==> src/rtl/wbdma_if.sv <==
`default_nettype none
// +--------------------------------------------------------------------------+
// | Interfaces : wbdma_csr_if, wbdma_wb_if                                   |
// | Purpose    : Bus bundles for the wbdma block.                            |
// |              wbdma_csr_if - CSR bus from the csrbrg bridge.              |
// |                master = bridge side, slave = CSR target (wbdma).         |
// |                csr_a[13:0], csr_we, csr_di[31:0] -> target,              |
// |                csr_do[31:0] <- target.                                   |
// |              wbdma_wb_if  - classic Wishbone master port.                |
// |                master = wbdma, slave = interconnect/memory.              |
// |                adr/dat_o/sel/cti/we/cyc/stb -> slave,                    |
// |                dat_i/ack <- slave.                                       |
// | Revision   : 1.0  initial release                                        |
// +--------------------------------------------------------------------------+

interface wbdma_csr_if;
  logic [13:0] csr_a;
  logic        csr_we;
  logic [31:0] csr_di;
  logic [31:0] csr_do;

  modport master (output csr_a, output csr_we, output csr_di, input  csr_do);
  modport slave  (input  csr_a, input  csr_we, input  csr_di, output csr_do);
endinterface

interface wbdma_wb_if;
  logic [31:0] wbm_adr_o;
  logic [31:0] wbm_dat_o;
  logic [31:0] wbm_dat_i;
  logic [3:0]  wbm_sel_o;
  logic [2:0]  wbm_cti_o;
  logic        wbm_we_o;
  logic        wbm_cyc_o;
  logic        wbm_stb_o;
  logic        wbm_ack_i;

  modport master (
    output wbm_adr_o, output wbm_dat_o, output wbm_sel_o, output wbm_cti_o,
    output wbm_we_o,  output wbm_cyc_o, output wbm_stb_o,
    input  wbm_dat_i, input  wbm_ack_i
  );
  modport slave (
    input  wbm_adr_o, input  wbm_dat_o, input  wbm_sel_o, input  wbm_cti_o,
    input  wbm_we_o,  input  wbm_cyc_o, input  wbm_stb_o,
    output wbm_dat_i, output wbm_ack_i
  );
endinterface

`default_nettype wire

==> src/rtl/wbdma.sv <==
`default_nettype none
// +--------------------------------------------------------------------------+
// | Module   : wbdma                                                         |
// | Purpose  : CSR-programmed Wishbone master copying a block of 32-bit      |
// |            words from SRC to DST, one read then one write per word,      |
// |            with a completion interrupt.                                  |
// | Ports    : sys_clk  - system clock                                       |
// |            sys_rst  - asynchronous active-high reset                     |
// |            csr      - CSR bus (slave modport), page csr_addr             |
// |            wb       - classic Wishbone master port                       |
// |            irq      - completion interrupt (pending & irq_en)            |
// | CSR map  : 0 SRC, 1 DST, 2 COUNT, 3 CTRL (start/irq_en/abort),           |
// |            4 STAT (pending, write 1 to clear)                            |
// | Revision : 1.0  initial release                                          |
// +--------------------------------------------------------------------------+

module wbdma #(
  parameter logic [3:0] csr_addr = 4'h2
) (
  input  logic        sys_clk,
  input  logic        sys_rst,
  wbdma_csr_if.slave  csr,
  wbdma_wb_if.master  wb,
  output logic        irq
);

  typedef enum logic [1:0] {
    S_IDLE = 2'd0,
    S_RD   = 2'd1,
    S_WR   = 2'd2
  } state_t;

  localparam logic [2:0] c_reg_src   = 3'd0;
  localparam logic [2:0] c_reg_dst   = 3'd1;
  localparam logic [2:0] c_reg_count = 3'd2;
  localparam logic [2:0] c_reg_ctrl  = 3'd3;
  localparam logic [2:0] c_reg_stat  = 3'd4;

  state_t      r_state;
  logic [29:0] r_src;
  logic [29:0] r_dst;
  logic [15:0] r_count;
  logic        r_busy;
  logic        r_irq_en;
  logic        r_pending;
  logic        r_abort;
  logic [31:0] r_buf;
  logic [31:0] r_csr_do;
  logic [29:0] r_adr;
  logic [31:0] r_dat_o;
  logic        r_we;
  logic        r_cyc;
  logic        r_stb;

  logic        w_sel;
  logic        w_wr;
  logic [2:0]  w_off;
  logic        w_wr_ctrl;
  logic        w_start;
  logic        w_abort;
  logic        w_stat_clr;
  logic        w_last;
  logic [31:0] w_rd_mux;
  logic        w_unused_addr;

  assign w_sel      = (csr.csr_a[13:10] == csr_addr);
  assign w_wr       = w_sel & csr.csr_we;
  assign w_off      = csr.csr_a[2:0];
  assign w_wr_ctrl  = w_wr && (w_off == c_reg_ctrl);
  assign w_start    = w_wr_ctrl & csr.csr_di[0];
  assign w_abort    = w_wr_ctrl & csr.csr_di[2];
  assign w_stat_clr = w_wr && (w_off == c_reg_stat) && csr.csr_di[0];
  assign w_last     = (r_count == 16'd1);
  // Address bits between the page field and the register offset are don't-care.
  assign w_unused_addr = ^csr.csr_a[9:3];

  always_comb begin
    w_rd_mux = 32'd0;
    case (w_off)
      c_reg_src:   w_rd_mux = {r_src, 2'b00};
      c_reg_dst:   w_rd_mux = {r_dst, 2'b00};
      c_reg_count: w_rd_mux = {16'd0, r_count};
      c_reg_ctrl:  w_rd_mux = {30'd0, r_irq_en, r_busy};
      c_reg_stat:  w_rd_mux = {31'd0, r_pending};
      default:     w_rd_mux = 32'd0;
    endcase
  end

  // Each bus phase (RD, WR) spends its first cycle with cyc low; that cycle
  // provides the mandatory idle-bus gap after the previous ack and is also
  // where a pending abort is honoured without starting a new bus cycle.
  always_ff @(posedge sys_clk or posedge sys_rst) begin
    if (sys_rst) begin
      r_state   <= S_IDLE;
      r_src     <= 30'd0;
      r_dst     <= 30'd0;
      r_count   <= 16'd0;
      r_busy    <= 1'b0;
      r_irq_en  <= 1'b0;
      r_pending <= 1'b0;
      r_abort   <= 1'b0;
      r_buf     <= 32'd0;
      r_csr_do  <= 32'd0;
      r_adr     <= 30'd0;
      r_dat_o   <= 32'd0;
      r_we      <= 1'b0;
      r_cyc     <= 1'b0;
      r_stb     <= 1'b0;
    end else begin
      r_csr_do <= w_sel ? w_rd_mux : 32'd0;

      if (w_wr_ctrl) begin
        r_irq_en <= csr.csr_di[1];
      end
      // Completion below is assigned later, so it overrides a same-cycle clear.
      if (w_stat_clr) begin
        r_pending <= 1'b0;
      end

      case (r_state)
        S_IDLE: begin
          r_abort <= 1'b0;
          if (w_wr) begin
            case (w_off)
              c_reg_src:   r_src   <= csr.csr_di[31:2];
              c_reg_dst:   r_dst   <= csr.csr_di[31:2];
              c_reg_count: r_count <= csr.csr_di[15:0];
              default:     ;
            endcase
          end
          if (w_start) begin
            if (r_count != 16'd0) begin
              r_busy  <= 1'b1;
              r_state <= S_RD;
            end else begin
              r_pending <= 1'b1;
            end
          end
        end

        S_RD: begin
          if (w_abort) begin
            r_abort <= 1'b1;
          end
          if (!r_cyc) begin
            if (r_abort) begin
              r_state <= S_IDLE;
              r_busy  <= 1'b0;
              r_abort <= 1'b0;
            end else begin
              r_cyc <= 1'b1;
              r_stb <= 1'b1;
              r_we  <= 1'b0;
              r_adr <= r_src;
            end
          end else if (wb.wbm_ack_i) begin
            r_buf <= wb.wbm_dat_i;
            r_cyc <= 1'b0;
            r_stb <= 1'b0;
            // An aborted word that was read but not written is not counted.
            if (r_abort || w_abort) begin
              r_state <= S_IDLE;
              r_busy  <= 1'b0;
              r_abort <= 1'b0;
            end else begin
              r_state <= S_WR;
            end
          end
        end

        S_WR: begin
          if (w_abort) begin
            r_abort <= 1'b1;
          end
          if (!r_cyc) begin
            if (r_abort) begin
              r_state <= S_IDLE;
              r_busy  <= 1'b0;
              r_abort <= 1'b0;
            end else begin
              r_cyc   <= 1'b1;
              r_stb   <= 1'b1;
              r_we    <= 1'b1;
              r_adr   <= r_dst;
              r_dat_o <= r_buf;
            end
          end else if (wb.wbm_ack_i) begin
            r_cyc   <= 1'b0;
            r_stb   <= 1'b0;
            r_we    <= 1'b0;
            r_src   <= r_src + 30'd1;
            r_dst   <= r_dst + 30'd1;
            r_count <= r_count - 16'd1;
            if (w_last) begin
              r_state   <= S_IDLE;
              r_busy    <= 1'b0;
              r_abort   <= 1'b0;
              r_pending <= 1'b1;
            end else if (r_abort || w_abort) begin
              r_state <= S_IDLE;
              r_busy  <= 1'b0;
              r_abort <= 1'b0;
            end else begin
              r_state <= S_RD;
            end
          end
        end

        default: r_state <= S_IDLE;
      endcase
    end
  end

  assign csr.csr_do   = r_csr_do;
  assign wb.wbm_adr_o = {r_adr, 2'b00};
  assign wb.wbm_dat_o = r_dat_o;
  assign wb.wbm_sel_o = {4{r_cyc}};
  assign wb.wbm_cti_o = 3'b000;
  assign wb.wbm_we_o  = r_we;
  assign wb.wbm_cyc_o = r_cyc;
  assign wb.wbm_stb_o = r_stb;
  assign irq          = r_pending & r_irq_en;

endmodule

`default_nettype wire
==> src/flat_wrapper.sv <==
// flat-port wrapper written by rule: the top's interface ports become plain ports
module wbdma_flat 
#(
  parameter logic [3:0] csr_addr = 4'h2
)
  (sys_clk, sys_rst, irq, csr_csr_a, csr_csr_we, csr_csr_di, csr_csr_do, wb_wbm_adr_o, wb_wbm_dat_o, wb_wbm_sel_o, wb_wbm_cti_o, wb_wbm_we_o, wb_wbm_cyc_o, wb_wbm_stb_o, wb_wbm_dat_i, wb_wbm_ack_i);
  wbdma_csr_if csr_i ();
  wbdma_wb_if wb_i ();
  input  logic sys_clk;
  input  logic sys_rst;
  output logic irq;
  input wire logic [$bits(csr_i.csr_a)-1:0] csr_csr_a;
  input wire logic [$bits(csr_i.csr_we)-1:0] csr_csr_we;
  input wire logic [$bits(csr_i.csr_di)-1:0] csr_csr_di;
  output wire logic [$bits(csr_i.csr_do)-1:0] csr_csr_do;
  output wire logic [$bits(wb_i.wbm_adr_o)-1:0] wb_wbm_adr_o;
  output wire logic [$bits(wb_i.wbm_dat_o)-1:0] wb_wbm_dat_o;
  output wire logic [$bits(wb_i.wbm_sel_o)-1:0] wb_wbm_sel_o;
  output wire logic [$bits(wb_i.wbm_cti_o)-1:0] wb_wbm_cti_o;
  output wire logic [$bits(wb_i.wbm_we_o)-1:0] wb_wbm_we_o;
  output wire logic [$bits(wb_i.wbm_cyc_o)-1:0] wb_wbm_cyc_o;
  output wire logic [$bits(wb_i.wbm_stb_o)-1:0] wb_wbm_stb_o;
  input wire logic [$bits(wb_i.wbm_dat_i)-1:0] wb_wbm_dat_i;
  input wire logic [$bits(wb_i.wbm_ack_i)-1:0] wb_wbm_ack_i;
  assign csr_i.csr_a = csr_csr_a;
  assign csr_i.csr_we = csr_csr_we;
  assign csr_i.csr_di = csr_csr_di;
  assign csr_csr_do = csr_i.csr_do;
  assign wb_wbm_adr_o = wb_i.wbm_adr_o;
  assign wb_wbm_dat_o = wb_i.wbm_dat_o;
  assign wb_wbm_sel_o = wb_i.wbm_sel_o;
  assign wb_wbm_cti_o = wb_i.wbm_cti_o;
  assign wb_wbm_we_o = wb_i.wbm_we_o;
  assign wb_wbm_cyc_o = wb_i.wbm_cyc_o;
  assign wb_wbm_stb_o = wb_i.wbm_stb_o;
  assign wb_i.wbm_dat_i = wb_wbm_dat_i;
  assign wb_i.wbm_ack_i = wb_wbm_ack_i;
  wbdma #(.csr_addr(csr_addr)) u_core (.sys_clk(sys_clk), .sys_rst(sys_rst), .csr(csr_i), .wb(wb_i), .irq(irq));
endmodule
==> config.mk <==
export PLATFORM = sky130hd
export DESIGN_NAME = wbdma_flat
export DESIGN_NICKNAME = d
export VERILOG_FILES = /design/src/rtl/wbdma_if.sv /design/src/rtl/wbdma.sv /design/src/flat_wrapper.sv
export SDC_FILE = /design/constraint.sdc
export NUM_CORES = 1
export LEC_CHECK = 0
export ABC_AREA = 1
export BUFFER_PORTS_ARGS = -buffer_cell sky130_fd_sc_hd__buf_2
export CORE_UTILIZATION = 25
export DETAILED_ROUTE_END_ITERATION = 12
export PLACE_DENSITY_LB_ADDON = 0.05
export SYNTH_ARGS = -nofsm -noshare
export SYNTH_HDL_FRONTEND = slang
export SYNTH_SLANG_ARGS = --single-unit
export TNS_END_PERCENT = 100
==> constraint.sdc <==
create_clock -name sys_clk -period 9.5 [get_ports sys_clk]
set_input_delay 1.9 -clock sys_clk [delete_from_list [all_inputs] [get_ports sys_clk]]
set_output_delay 1.9 -clock sys_clk [all_outputs]
set_load 0.02 [all_outputs]
**After elaboration in Yosys (flattened, before gate mapping)**

Index checks and enable logic that the tools add are counted.

- Flip-flop bits (word level): 211

- Reductions and logical operators: 21
- Eq/ne operators: 25
- Add/subtract/negate cells: 3
- Bitwise gates (word level): 6
- Mux-type cells: 68

Operator list:

| operator | number |
|---|---|
| 2-to-1 mux 30 bit | 12 |
| one-hot mux 30 bit (2 select lines) | 3 |
| one-hot mux 32 bit (5 select lines) | 1 |
| 2-to-1 mux 16 bit | 4 |
| adder 30 x 1 -> 30 bit (second input constant) | 2 |
| 2-to-1 mux 1 bit | 32 |
| 2-to-1 mux 32 bit | 1 |
| one-hot mux 16 bit (2 select lines) | 1 |
| AND reduction 5 bit | 6 |
| inequality test 2 bit (second input constant) | 10 |
| 2-to-1 mux 2 bit | 9 |
| equality test 16 x 1 -> 1 bit (second input constant) | 1 |
| nonzero test 16 bit | 1 |
| subtractor 16 x 1 -> 16 bit (second input constant) | 1 |
| inequality test 3 bit (second input constant) | 3 |
| AND reduction 3 bit | 3 |
| inequality test 2 x 1 -> 1 bit (second input constant) | 4 |
| equality test 3 x 2 -> 1 bit (second input constant) | 2 |
| one-hot mux 1 bit (3 select lines) | 2 |
| one-hot mux 2 bit (3 select lines) | 1 |
| AND 1 bit | 4 |
| equality test 4 x 2 -> 1 bit (second input constant) | 1 |
| one-hot mux 1 bit (2 select lines) | 2 |
| AND reduction 4 bit | 1 |
| 12 further kinds | 16 |

**Logic depth before layout (Yosys ltp)**

- Depth after elaboration: 10
- Gate-level depth with buffers: 13
- Gate-level depth less buffers: 12

**Worst setup path after synthesis**

No wires, ideal clock.

- Path kind: input-to-reg
- Start: in csr_csr_a[10]
- End: reg u_core.r_count[15]
- Data required time: 9380 ps
- Arrival time: 2913 ps
- Stages on the path: 13
- Setup slack: 6466 ps
- Path through: inv_1 -> nand2_1 -> nor2_4 -> nand2_1 -> nand2_1 -> nand2_2 -> inv_2 -> nand2_2 -> buf_6 -> a21oi_2 -> nand2_1 -> nand2_1 -> nand2_1

- Cells in the longest elaborated chain, start to end: 4

Ends and longest elaborated chain:

| what | line | RTL |
|---|---|---|
| start, declared | flat_wrapper.sv:12 | `input wire logic [$bits(csr_i.csr_a)-1:0] csr_csr_a;` |
| equality test 4 x 2 -> 1 bit | wbdma.sv:66 | `assign w_sel = (csr.csr_a[13:10] == csr_addr);` |
| AND 1 bit | wbdma.sv:67 | `assign w_wr = w_sel & csr.csr_we;` |
| inequality test 2 x 1 -> 1 bit (no source line) | -- |  |
| AND reduction 5 bit (no source line) | -- |  |
| end signal, assigned | wbdma.sv:127 | `c_reg_count: r_count <= csr.csr_di[15:0];` |
| end signal, assigned | wbdma.sv:193 | `r_count <= r_count - 16'd1;` |
| end, declared | wbdma.sv:42 | `logic [15:0] r_count;` |

Every way passes these cells.
A chain may end at the register's enable or synchronous reset.

**Final worst setup path**

- Start: in csr_csr_a[0]
- End: reg u_core.r_src[15]

- Cells in the longest elaborated chain, start to end: 3

Ends and longest elaborated chain:

| what | line | RTL |
|---|---|---|
| zero test 3 bit | wbdma.sv:124 | `case (w_off)` |
| inequality test 2 bit (no source line) | -- |  |
| AND reduction 5 bit (no source line) | -- |  |
| end signal, assigned | wbdma.sv:125 | `c_reg_src: r_src <= csr.csr_di[31:2];` |
| end signal, assigned | wbdma.sv:191 | `r_src <= r_src + 30'd1;` |
| end, declared | wbdma.sv:40 | `logic [29:0] r_src;` |

Every way passes these cells.

==> flow_summary.html <==
<table>
<tr><th>Metric</th><th>Value</th></tr>
<tr><th colspan="2">Drt</th></tr>
<tr><td>Routed wire length per instance</td><td>17.9 um</td></tr>
<tr><td>Total Wirelength</td><td>39200 um</td></tr>
<tr><td>Count of antenna-violating nets left after detailed routing</td><td>0</td></tr>
<tr><td>Vias after detailed routing</td><td>a little under 10000</td></tr>
<tr><td>Initial DRC Count</td><td>slightly above 600</td></tr>
<tr><td>First drt pass iteration count</td><td>5</td></tr>
<tr><td>Vias per Instance</td><td>approximately 4.5</td></tr>
<tr><td>Post-detailed-route DRC marker count</td><td>0</td></tr>
<tr><th colspan="2">GRT</th></tr>
<tr><td>Number of global-route vias before repair</td><td>between 9000 and 10000</td></tr>
<tr><td>First-pass GRT wire length</td><td>slightly below 60000 um</td></tr>
<tr><td>Initial antenna violation count</td><td>0</td></tr>
<tr><td>Total global routing track utilization</td><td>0.171</td></tr>
<tr><td>Total overflow reported by the global router</td><td>0</td></tr>
<tr><td>Maximum number of pins on one net before global-route repair</td><td>91</td></tr>
<tr><th colspan="2">Status</th></tr>
<tr><td>Run status</td><td>finished clean</td></tr>
<tr><th colspan="2">Logic synthesis</th></tr>
<tr><td>Count of synthesis-stage warnings from yosys</td><td>0</td></tr>
<tr><td>Cell variety after synth</td><td>52</td></tr>
<tr><td>Count of state elements after synthesis</td><td>approximately 210</td></tr>
<tr><td>Portion of the post-synthesis area used by sequential elements</td><td>0.471</td></tr>
<tr><td>Adder-cell share of the synthesized area</td><td>0.0100</td></tr>
<tr><td>Share of the synthesized netlist area taken by xor and xnor gates</td><td>0.00313</td></tr>
<tr><td>Area of the mapped netlist</td><td>11200 sq um</td></tr>
<tr><td>Post-Synthesis Mean Instance Area</td><td>between 7 and 8 sq um</td></tr>
<tr><td>Area fraction in compound gates after synthesis</td><td>0.129</td></tr>
<tr><td>Number of flops mapped to enable cells by yosys</td><td>0</td></tr>
<tr><td>Most common flop cell mapped by yosys</td><td>dfrtp_1</td></tr>
<tr><td>Share of cell area taken by muxes after synthesis</td><td>0.0583</td></tr>
<tr><td>Main combinational cell family by area after synthesis</td><td>simple AND/OR/NAND/NOR gates</td></tr>
<tr><td>Share of synthesized registers carrying an async set or reset</td><td>1.00</td></tr>
<tr><td>Post-synthesis cell count</td><td>about 1400</td></tr>
<tr><td>Area fraction in and, or, nand and nor cells after synthesis</td><td>0.243</td></tr>
<tr><th colspan="2">Worst setup path</th></tr>
<tr><td>Crit. Startpoint</td><td>csr_csr_a[0]</td></tr>
<tr><td>Required @ worst endpoint</td><td>9.93 ns</td></tr>
<tr><td>Worst-case reg-to-reg path depth</td><td>10</td></tr>
<tr><td>Worst R2R End</td><td>u_core.r_count[10]</td></tr>
<tr><td>Endpoint kind of the worst setup timing path</td><td>register</td></tr>
<tr><td>Worst flop-to-flop path startpoint</td><td>u_core.r_state[0]</td></tr>
<tr><td>Arrival time worst endpoint</td><td>3.70 ns</td></tr>
<tr><td>Critical Path Start Type</td><td>primary input</td></tr>
<tr><td>Crit-path max cell delay</td><td>0.35 ns</td></tr>
<tr><td>List of cells traversed by the critical path</td><td>buf_2, nor2_1, inv_2, nor2_8, inv_2, a21oi_2, buf_4, o21ai_0, nor2_1, a21oi_1</td></tr>
<tr><td>Slowest-stage cell, CP</td><td>buf_4</td></tr>
<tr><td>Setup slack, reg-to-reg</td><td>between 6 and 7 ns</td></tr>
<tr><td>Path type of the worst setup path</td><td>primary input to register</td></tr>
<tr><td>Maximum fanout along the worst path</td><td>31</td></tr>
<tr><th colspan="2">Finish</th></tr>
<tr><td>Most common cell after layout, fill and taps aside</td><td>nand2_1</td></tr>
<tr><td>Total area of sequential cells</td><td>5280 sq um</td></tr>
<tr><td>Count of nets after finishing</td><td>1662</td></tr>
<tr><td>Count of filler cells inserted in the layout</td><td>4844</td></tr>
<tr><td>Post-Layout Inst Area</td><td>13500 sq um</td></tr>
<tr><td>Area growth from synthesis to final layout</td><td>20.7%</td></tr>
<tr><td>Fraction of final layout cells sized beyond drive strength 1</td><td>0.208</td></tr>
<tr><td>Core occupancy in the finished layout</td><td>0.306</td></tr>
<tr><td>Commonest cells after routing, fill and taps aside</td><td>nand2_1 (394), dfrtp_1 (211), buf_2 (176)</td></tr>
<tr><td>Multi-input gate area in the final layout</td><td>5000 sq um</td></tr>
<tr><td>ANT cells</td><td>0</td></tr>
<tr><th colspan="2">Worst hold path</th></tr>
<tr><td>Worst hold path endpoint</td><td>u_core.wb.wbm_dat_o[29]</td></tr>
<tr><td>Hold path depth</td><td>2</td></tr>
<tr><td>Classification of the worst-slack hold path</td><td>register to register</td></tr>
<tr><td>Start point of the worst min-delay path</td><td>u_core.wb.wbm_dat_o[29]</td></tr>
<tr><th colspan="2">Placed design</th></tr>
<tr><td># port buffers</td><td>176</td></tr>
<tr><td>HPWL after detailed placement</td><td>28100 um</td></tr>
<tr><td>Placer's final routability congestion estimate</td><td>between 0.8 and 0.9</td></tr>
<tr><td>Placed Instance Area</td><td>around 13000 sq um</td></tr>
<tr><td>Pre-CTS setup slack</td><td>approximately 5.6 ns</td></tr>
<tr><th colspan="2">Power and ir drop</th></tr>
<tr><td>Power dissipated by switching net loads</td><td>roughly 2.0 mW</td></tr>
<tr><td>Worst-case vdd ir drop</td><td>133 uV</td></tr>
<tr><td>Clk pwr share</td><td>0.233</td></tr>
<tr><td>Static power due to leakage</td><td>6.62 nW</td></tr>
<tr><td>Proportion of total power due to net switching</td><td>0.441</td></tr>
<tr><td>Share of total power in sequential cells</td><td>0.358</td></tr>
<tr><td>Share of total power in combinational logic</td><td>0.409</td></tr>
<tr><td>Int Pwr</td><td>2.50 mW</td></tr>
<tr><td>Total power per unit cell area</td><td>331 nW/um^2</td></tr>
<tr><th colspan="2">CTS</th></tr>
<tr><td>CTS H-tree lvls</td><td>1</td></tr>
<tr><td>Post CTS Setup Buffer Count</td><td>0</td></tr>
<tr><td>Clock transition at path regs</td><td>0.06 ns</td></tr>
<tr><td>Clock tree from TritonCTS</td><td>built</td></tr>
<tr><td>Number of clock sinks</td><td>211</td></tr>
<tr><td>Post_cts resized</td><td>0</td></tr>
<tr><td>Total CTS buffers</td><td>28</td></tr>
<tr><td>Count of hold buffers inserted by post-cts repair</td><td>0</td></tr>
<tr><td>Largest buffer count on any clock path</td><td>3</td></tr>
<tr><td>Master cell of the clock root buffer</td><td>clkbuf_16</td></tr>
<tr><td>Clock network latency to the later pin of the worst-skew pair</td><td>between 0.5 and 0.6 ns</td></tr>
<tr><th colspan="2">Timing</th></tr>
<tr><td>Transition time at the pin with the least slew margin</td><td>roughly 0.90 ns</td></tr>
<tr><td>Max-Slew Margin vs Limit</td><td>0.402</td></tr>
<tr><td>Maximum operating frequency</td><td>306 MHz</td></tr>
<tr><td>Final worst hold slack</td><td>between 0.4 and 0.5 ns</td></tr>
<tr><td>Post-route fraction of the period consumed by the critical path</td><td>0.344</td></tr>
<tr><td>Count of pins over their slew limit</td><td>0</td></tr>
<tr><td>Setup ws final</td><td>6.23 ns</td></tr>
<tr><td>Fin. Hold Viols</td><td>0</td></tr>
<tr><td>Setup repair after global routing missed its margin</td><td>no</td></tr>
<tr><td>Sum Neg Setup Slack</td><td>0 ns</td></tr>
<tr><td>Final setup violating endpoints</td><td>0</td></tr>
<tr><td>Worst clock skew</td><td>0.0116 ns</td></tr>
<tr><td>Post-layout min period</td><td>around 3.3 ns</td></tr>
<tr><th colspan="2">Floorplan</th></tr>
<tr><td>Io pins</td><td>189</td></tr>
<tr><td>Area of the die</td><td>45700 sq um</td></tr>
<tr><td>Effective utilization at floorplan</td><td>0.253</td></tr>
<tr><td>Die Y-Extent</td><td>around 210 um</td></tr>
<tr><td>Floorplan core area</td><td>44200 sq um</td></tr>
<tr><td>Std cell rows</td><td>77</td></tr>
<tr><td>Die width</td><td>214 um</td></tr>
<tr><th colspan="2">Run</th></tr>
<tr><td>Number of max-capacitance violations reported</td><td>0</td></tr>
</table>
per-stage QoR:
stage	total power, mW	std cells
2_1_floorplan	2.86	1417
3_3_place_gp	3.46	2133
3_5_place_dp	3.48	2133
4_1_cts	4.55	2185
5_1_grt	4.83	2185
6_report	4.47	2185
sequential cells by signal, summed over array words and instances, names as in the netlist:
name	flops
u_core.r_abort	1
u_core.wb.wbm_cyc_o	1
u_core.csr.csr_do	32
u_core.r_src	30
u_core.r_busy	1
u_core.r_buf	32
u_core.r_adr	30
u_core.r_count	16
u_core.r_dst	30
u_core.wb.wbm_stb_o	1
u_core.wb.wbm_we_o	1
u_core.r_irq_en	1
u_core.r_state	2
u_core.r_pending	1
u_core.wb.wbm_dat_o	32
layer usage:
metal  global-route usage  vias up  wire length (um)
li1                     -     4927                 -
met1                0.236     4679             18500
met2                0.280      187             18400
met3               0.0224       42              1510
met4               0.0431        0               749
met5                    0        -                 0
power groups by stage:
stage	Combinational, mW	Clock, mW	Sequential (mW)
finish	1.83	1.04	1.60
global route	2.06	1.11	1.66
CTS	1.87	1.08	1.61
detailed placement	1.86	0	1.62
global placement	1.85	0	1.61
floorplan	1.19	0	1.67
cell type report:
type                            instances  share of cell area
Clock inverter                         12             0.00620
Sequential cell                       211               0.390
Timing Repair Buffer                  188              0.0718
Multi-Input combinational cell        982               0.370
Inverter                              160              0.0451
Clock buffer                           40              0.0618
Tap cell                              592              0.0548
cell usage after synthesis, types with 14 or more instances:
library cell	instances	area (sq um)
nand2_1	394	1480
dfrtp_1	211	5280
inv_1	150	563
nor2_1	128	480
o21ai_0	87	435
nand3_1	66	330
a21oi_1	62	310
mux2_2	58	653
buf_2	29	145
a31oi_1	25	156
o21ai_1	24	120
nor3_1	21	105
nand4_1	16	100
buf_4	15	113
clkbuf_1	14	52.6
cells by family (layout without fill, tap and decap cells):
family                   after synthesis  in the layout
XOR/XNOR                               4              4
AO/OA/AOI/OAI                        252            252
multiplexers                          58             58
other                                  1              5
buffers and inverters                224            400
AND/OR/NAND/NOR                      654            654
flip-flops                           211            211
adder cells (fa/ha/maj)                9              9
critical path: cells and delay by family:
family	cells	cell delay, ns
buf+inv	4	0.81
simple gates	3	0.55
compound gates	3	0.42
worst max-delay path by stage:
stage / endpoint / slack (ns)
2_1_floorplan: u_core.csr.csr_do[0] / 1.83
3_3_place_gp: u_core.r_src[15] / 5.61
3_5_place_dp: u_core.r_src[15] / 5.60
4_1_cts: u_core.r_src[15] / 6.19
5_1_grt: u_core.r_src[15] / 6.00
6_report: u_core.r_src[15] / 6.23
No activity file was read; power rests on OpenSTA's default activity.
